### config.mk
export PLATFORM = sky130hd
export DESIGN_NAME = mem_access_unit
export DESIGN_NICKNAME = d
export VERILOG_FILES = /design/src/rtl/mem_access_unit.sv
export SDC_FILE = /design/constraint.sdc
export NUM_CORES = 1
export LEC_CHECK = 0
export ABC_AREA = 1
export CAP_MARGIN = 20
export CORE_AREA = 2 2 128 130
export DETAILED_ROUTE_END_ITERATION = 8
export DIE_AREA = 0 0 130 132
export PLACE_DENSITY_LB_ADDON = 0.15
export SETUP_SLACK_MARGIN = 0.3
export SLEW_MARGIN = 15
export SYNTH_ARGS = -nofsm -noshare
export SYNTH_HDL_FRONTEND = slang
export SYNTH_SLANG_ARGS = --single-unit
### constraint.sdc
create_clock -name clk -period 3.7 [get_ports clk]
set_clock_uncertainty 0.15 [all_clocks]
set_input_delay 0.74 -clock clk [delete_from_list [all_inputs] [get_ports clk]]
set_output_delay 0.74 -clock clk [all_outputs]
set_load 0.005 [all_outputs]
### src/rtl/mem_access_unit.sv
// mem_access_unit: byte/halfword/word load-store engine in front of a single-port word memory.
// Latency: misaligned 1 edge, loads and word stores 2 edges, sub-word stores 3 edges (read-merge-write).
// Backpressure: one request in flight; req_ready is low until the response is consumed with resp_ready.
//
// Ports:
//   clk, rst_n                    clock shared with the memory, asynchronous active-low reset
//   req_valid/req_ready           request handshake; req_write, req_size, req_signed, req_addr, req_wdata
//   resp_valid/resp_ready         response handshake; resp_rdata (load result), resp_err (misaligned)
//   mem_address, mem_writeEnable,
//   mem_dataIn, mem_dataOut       word-indexed memory port; mem_dataOut is combinational for mem_address
module mem_access_unit #(
  parameter int ADDR_BITS = 10
) (
  input  logic        clk,
  input  logic        rst_n,
  input  logic        req_valid,
  output logic        req_ready,
  input  logic        req_write,
  input  logic [1:0]  req_size,
  input  logic        req_signed,
  input  logic [31:0] req_addr,
  input  logic [31:0] req_wdata,
  output logic        resp_valid,
  input  logic        resp_ready,
  output logic [31:0] resp_rdata,
  output logic        resp_err,
  output logic [31:0] mem_address,
  output logic        mem_writeEnable,
  output logic [31:0] mem_dataIn,
  input  logic [31:0] mem_dataOut
);

  typedef enum logic [1:0] {IDLE, ACCESS, WRITE, RESP} state_t;

  state_t               state, state_nxt;
  logic                 op_write;
  logic [1:0]           op_size;
  logic                 op_signed;
  logic [ADDR_BITS+1:0] op_addr;
  logic [31:0]          op_wdata;
  logic [31:0]          merge_word;
  logic [31:0]          word_idx;
  logic                 accept;
  logic                 misaligned;
  logic                 op_sub_word;

  // Address bits above the memory index are deliberately dropped so indices wrap.
  logic unused_addr_hi;
  assign unused_addr_hi = ^req_addr[31:ADDR_BITS+2];

  // Size 11 behaves as a word, so only size 00/01 are sub-word.
  function automatic logic [31:0] load_extract(input logic [31:0] w, input logic [1:0] sz,
                                               input logic sgn, input logic [1:0] off);
    logic [7:0]  b;
    logic [15:0] h;
    logic [31:0] r;
    b = w[{off, 3'b000} +: 8];
    h = off[1] ? w[31:16] : w[15:0];
    case (sz)
      2'b00:   r = sgn ? {{24{b[7]}}, b}  : {24'd0, b};
      2'b01:   r = sgn ? {{16{h[15]}}, h} : {16'd0, h};
      default: r = w;
    endcase
    return r;
  endfunction

  // Replace only the addressed lanes of the old word with right-aligned store data.
  function automatic logic [31:0] merge_store(input logic [31:0] old_w, input logic [31:0] wd,
                                              input logic [1:0] sz, input logic [1:0] off);
    logic [31:0] m;
    m = old_w;
    if (sz == 2'b00) begin
      m[{off, 3'b000} +: 8] = wd[7:0];
    end else if (sz == 2'b01) begin
      if (off[1]) m[31:16] = wd[15:0];
      else        m[15:0]  = wd[15:0];
    end else begin
      m = wd;
    end
    return m;
  endfunction

  assign accept      = req_valid && (state == IDLE);
  assign misaligned  = ((req_size == 2'b01) && req_addr[0]) ||
                       (req_size[1] && (req_addr[1:0] != 2'b00));
  assign op_sub_word = ~op_size[1];
  assign word_idx    = {{(30 - ADDR_BITS){1'b0}}, op_addr[ADDR_BITS+1:2]};

  always_ff @(posedge clk or negedge rst_n) begin
    if (!rst_n) begin
      state      <= IDLE;
      op_write   <= 1'b0;
      op_size    <= 2'b00;
      op_signed  <= 1'b0;
      op_addr    <= '0;
      op_wdata   <= 32'd0;
      merge_word <= 32'd0;
      resp_rdata <= 32'd0;
      resp_err   <= 1'b0;
    end else begin
      state <= state_nxt;
      if (accept) begin
        op_write  <= req_write;
        op_size   <= req_size;
        op_signed <= req_signed;
        op_addr   <= req_addr[ADDR_BITS+1:0];
        op_wdata  <= req_wdata;
        if (misaligned) begin
          resp_rdata <= 32'd0;
          resp_err   <= 1'b1;
        end
      end
      if (state == ACCESS) begin
        resp_err   <= 1'b0;
        resp_rdata <= op_write ? 32'd0
                               : load_extract(mem_dataOut, op_size, op_signed, op_addr[1:0]);
        // The merged word is formed here so WRITE only has to drive it out.
        if (op_write && op_sub_word)
          merge_word <= merge_store(mem_dataOut, op_wdata, op_size, op_addr[1:0]);
      end
    end
  end

  // Memory-side outputs decode straight from the state so reset kills a pending write at once.
  always_comb begin
    state_nxt       = state;
    req_ready       = 1'b0;
    resp_valid      = 1'b0;
    mem_address     = 32'd0;
    mem_writeEnable = 1'b0;
    mem_dataIn      = 32'd0;
    case (state)
      IDLE: begin
        req_ready = 1'b1;
        if (req_valid) state_nxt = misaligned ? RESP : ACCESS;
      end
      ACCESS: begin
        mem_address = word_idx;
        if (op_write && !op_sub_word) begin
          mem_writeEnable = 1'b1;
          mem_dataIn      = op_wdata;
          state_nxt       = RESP;
        end else if (op_write) begin
          state_nxt = WRITE;
        end else begin
          state_nxt = RESP;
        end
      end
      WRITE: begin
        mem_address     = word_idx;
        mem_writeEnable = 1'b1;
        mem_dataIn      = merge_word;
        state_nxt       = RESP;
      end
      RESP: begin
        resp_valid = 1'b1;
        if (resp_ready) state_nxt = IDLE;
      end
      default: state_nxt = IDLE;
    endcase
  end

endmodule

==> results.md <==
* Iter 0 DRT Violations at 640
* Max_cap viols at 0
* FFs w/ async S/R, synth at 100%
* Final HPWL from detailed placement at approximately 16000 microns
* Core Util, Final at around three fifths
* Clk sinks at around 120
* Starting Density at approximately 44%
* Share of cells above drive strength 1 at 6.74%
* CP bufs+invs at 4
* Placeable core area at 0.0157 sq mm
* Max-slew headroom at between 50 and 60%
* Hold slack final at around 0.17 ns
* Gpl congestion at approximately 0.92
* Die Area at between 0.015 and 0.02 sq mm
* Clock buffer count from CTS at 17
* Die height at ~130 microns
* Largest net degree at the start of global routing at 57
* Pre-CTS setup slack at roughly 0.54 ns
* CP Launch Type: flip-flop
* Slew Limit Fails at 0
* Port bufs at between 150 and 200
* Clk_lat worst skew at ~0.42 ns
* Diodes inserted at 0
* Critical Path RT at 2.81 ns
* Clock-pin slew on the worst setup and hold paths at ~0.06 ns
* Synthesized area per cell at slightly below 7 sq um
* CP Capture Type: output pin
* Slowest CP cell: clkdlybuf4s50_1
* Worst slew pin tran at a little over 0.7 ns
* Sequential-to-total area share from yosys stat at 41.4%
* Leak at ~0.0044 uW
* Main combinational cell family by area after synthesis: simple AND/OR/NAND/NOR gates
* Final Hold Violating Endpoints at 0
* Setup TNS at 0 ns
* CP Data Arrival Time at about 2.4 ns
* Min Tclk post-route at approximately 3.3 ns
* Number of synthesized flops with an enable pin at 0
* CTS tree: done
* DRC errors left at 0
* # setup viols final at 0
* Peak supply drop at between 0.3 and 0.4 mV
* HP Class: in -> async
* First-pass GRT wire length at 35300 microns
* Reg2reg setup slack at about 1.1 ns
* Worst path max stage delay at 0.53 ns
* CTS root buffer: clkbuf_16
* Total Wirelength at approximately 22000 microns
* Final #Nets at about 1300
* Post-CTS Setup Bufs at 0
* Vias at 7041
* Total iterations of the first detailed-routing run at 7
* Power Dens Cells at 883 mW/mm^2
* Final worst slack at 0.404 ns
* Status: finished clean
* Number of global-route vias before repair at ~6400
* Wirelength per Cell at 16.4 microns
* Area growth, synth to finish at 33.8%
* Post-Synth XOR/XNOR Area at 0%
* Max FO, Critical Path at 26
* Row cnt at 46
* Antenna Nets Post-Route at 0
* Mux share of post-synthesis cell area at 0%
* F_max at just over 300 MHz
* Synthesized instance count at about 1000
* Htree depth at 4
* Most common cell after layout, fill and taps aside: nand2_1
* Commonest cells after routing, fill and taps aside: 442 x nand2_1, 160 x clkdlybuf4s50_1, 114 x dfrtp_1, 107 x a21oi_1, 77 x o21ai_0
* I/O pin cnt at ~200
* Adder-Cell Fraction of Synth Area at under 10%
* Routed vias/inst at 5.13
* Synthesized flop and latch total at ~120
* Critical path cell sequence: inv_1 -> ha_2 -> inv_2 -> buf_4 -> a21oi_1 -> clkdlybuf4s50_1
* Synth Area in Simple Gates at between 20% and 30%
* Total gr overflow at 0
* RSZ-0062 raised after global routing: yes
* Warnings, synthesis at 0
* Die width at between 100 and 150 microns
* Compound-Gate Fraction of Synth Area at 17.0%
* Mapped Area at 0.00695 sq mm
* Antenna violations before repair at 0
* All-Layer GR Usage at a little over a quarter
* Netlist cell types at 31
* Top FF cell, synth: dfrtp_1
* Clock Path Buffers at 2
* Crit path max-delay family: buffers and inverters
* Final worst-path cycle share at roughly nine tenths
* Setup CP Type: reg -> out
stage by stage:
step / instances / total power (uW) / area (sq um)
after floorplan: 1028 / 4710 / 7030
after global placement: 1341 / 6210 / 8590
after detailed placement: 1341 / 6260 / 8590
after CTS: 1373 / 8200 / 9290
after global routing: 1373 / 8800 / 9300
final: 1373 / 8210 / 9300
final timing paths:
check / from / to / cells after the start
worst max-delay path: state[0] / mem_dataIn[21] / 6
worst min-delay path: rst_n / state[1] / 1
worst max register to register: op_size[1] / merge_word[11] / 8
worst min register to register: resp_rdata[0] / resp_rdata[0] / 2
max in group asynchronous: rst_n / resp_rdata[10] / 2
min in group clk: resp_rdata[0] / resp_rdata[0] / 2
cell families (layout without fill, tap and decap cells):
family / Yosys count / count (layout)
AO/OA/AOI/OAI: 221 / 221
buffers and inverters: 144 / 273
other: 1 / 22
flip-flops: 115 / 115
adder cells (fa/ha/maj): 10 / 10
AND/OR/NAND/NOR: 516 / 516
metal layers:
| layer | GRT usage [%] | up-vias | share of wire (%) |
|---|---|---|---|
| li1 | - | 3455 | - |
| met1 | 39.1 | 3280 | 47 |
| met2 | 39.8 | 279 | 45 |
| met3 | 5.03 | 27 | 6.2 |
| met4 | 7.35 | 0 | 1.6 |
| met5 | 0 | - | 0 |
cell usage after synthesis, types with 2 or more instances:
cell type / count / area (sq um)
clkbuf_1: 26 / 97.6
buf_2: 17 / 85.1
inv_2: 7 / 26.3
o211ai_1: 15 / 113
o22ai_1: 11 / 68.8
nor2_1: 32 / 120
nor2_4: 2 / 22.5
o21ai_0: 77 / 385
buf_1: 4 / 15.0
nand3_1: 19 / 95.1
or2_2: 7 / 43.8
a21oi_1: 108 / 541
nand4_1: 8 / 50.1
ha_1: 10 / 125
nand2_1: 442 / 1660
buf_6: 2 / 22.5
inv_1: 54 / 203
o21a_1: 8 / 60.1
clkinv_1: 2 / 7.51
buf_4: 30 / 225
nand2_4: 2 / 22.5
dfrtp_1: 115 / 2880
final cells by class:
cell class	instances	area, sq um
clock buffers	20	447
clock inverters	12	228
inverters	64	248
fillers	1547	6410
flip-flops and latches	115	2880
repair buffers	177	1750
multi-input cells	769	3470
well taps	216	270
flip-flops by register name, indices dropped and copies added, names as in the netlist:
| name | flops |
|---|---|
| merge_word | 32 |
| op_addr | 12 |
| op_signed | 1 |
| op_size | 2 |
| op_wdata | 32 |
| op_write | 1 |
| resp_err | 1 |
| resp_rdata | 32 |
| state | 2 |
what timing repair did:
item,4_1_cts,5_1_grt
pin swaps,0,0
setup endpoints to repair,33,32
gates resized for setup,6,4
hold buffers,0,0
cloned,0,0
where the power goes:
part	switching, uW	internal [uW]
Clock	608	1280
Sequential	479	1840
Combinational	2390	1610
No activity file was read; power rests on OpenSTA's default activity.
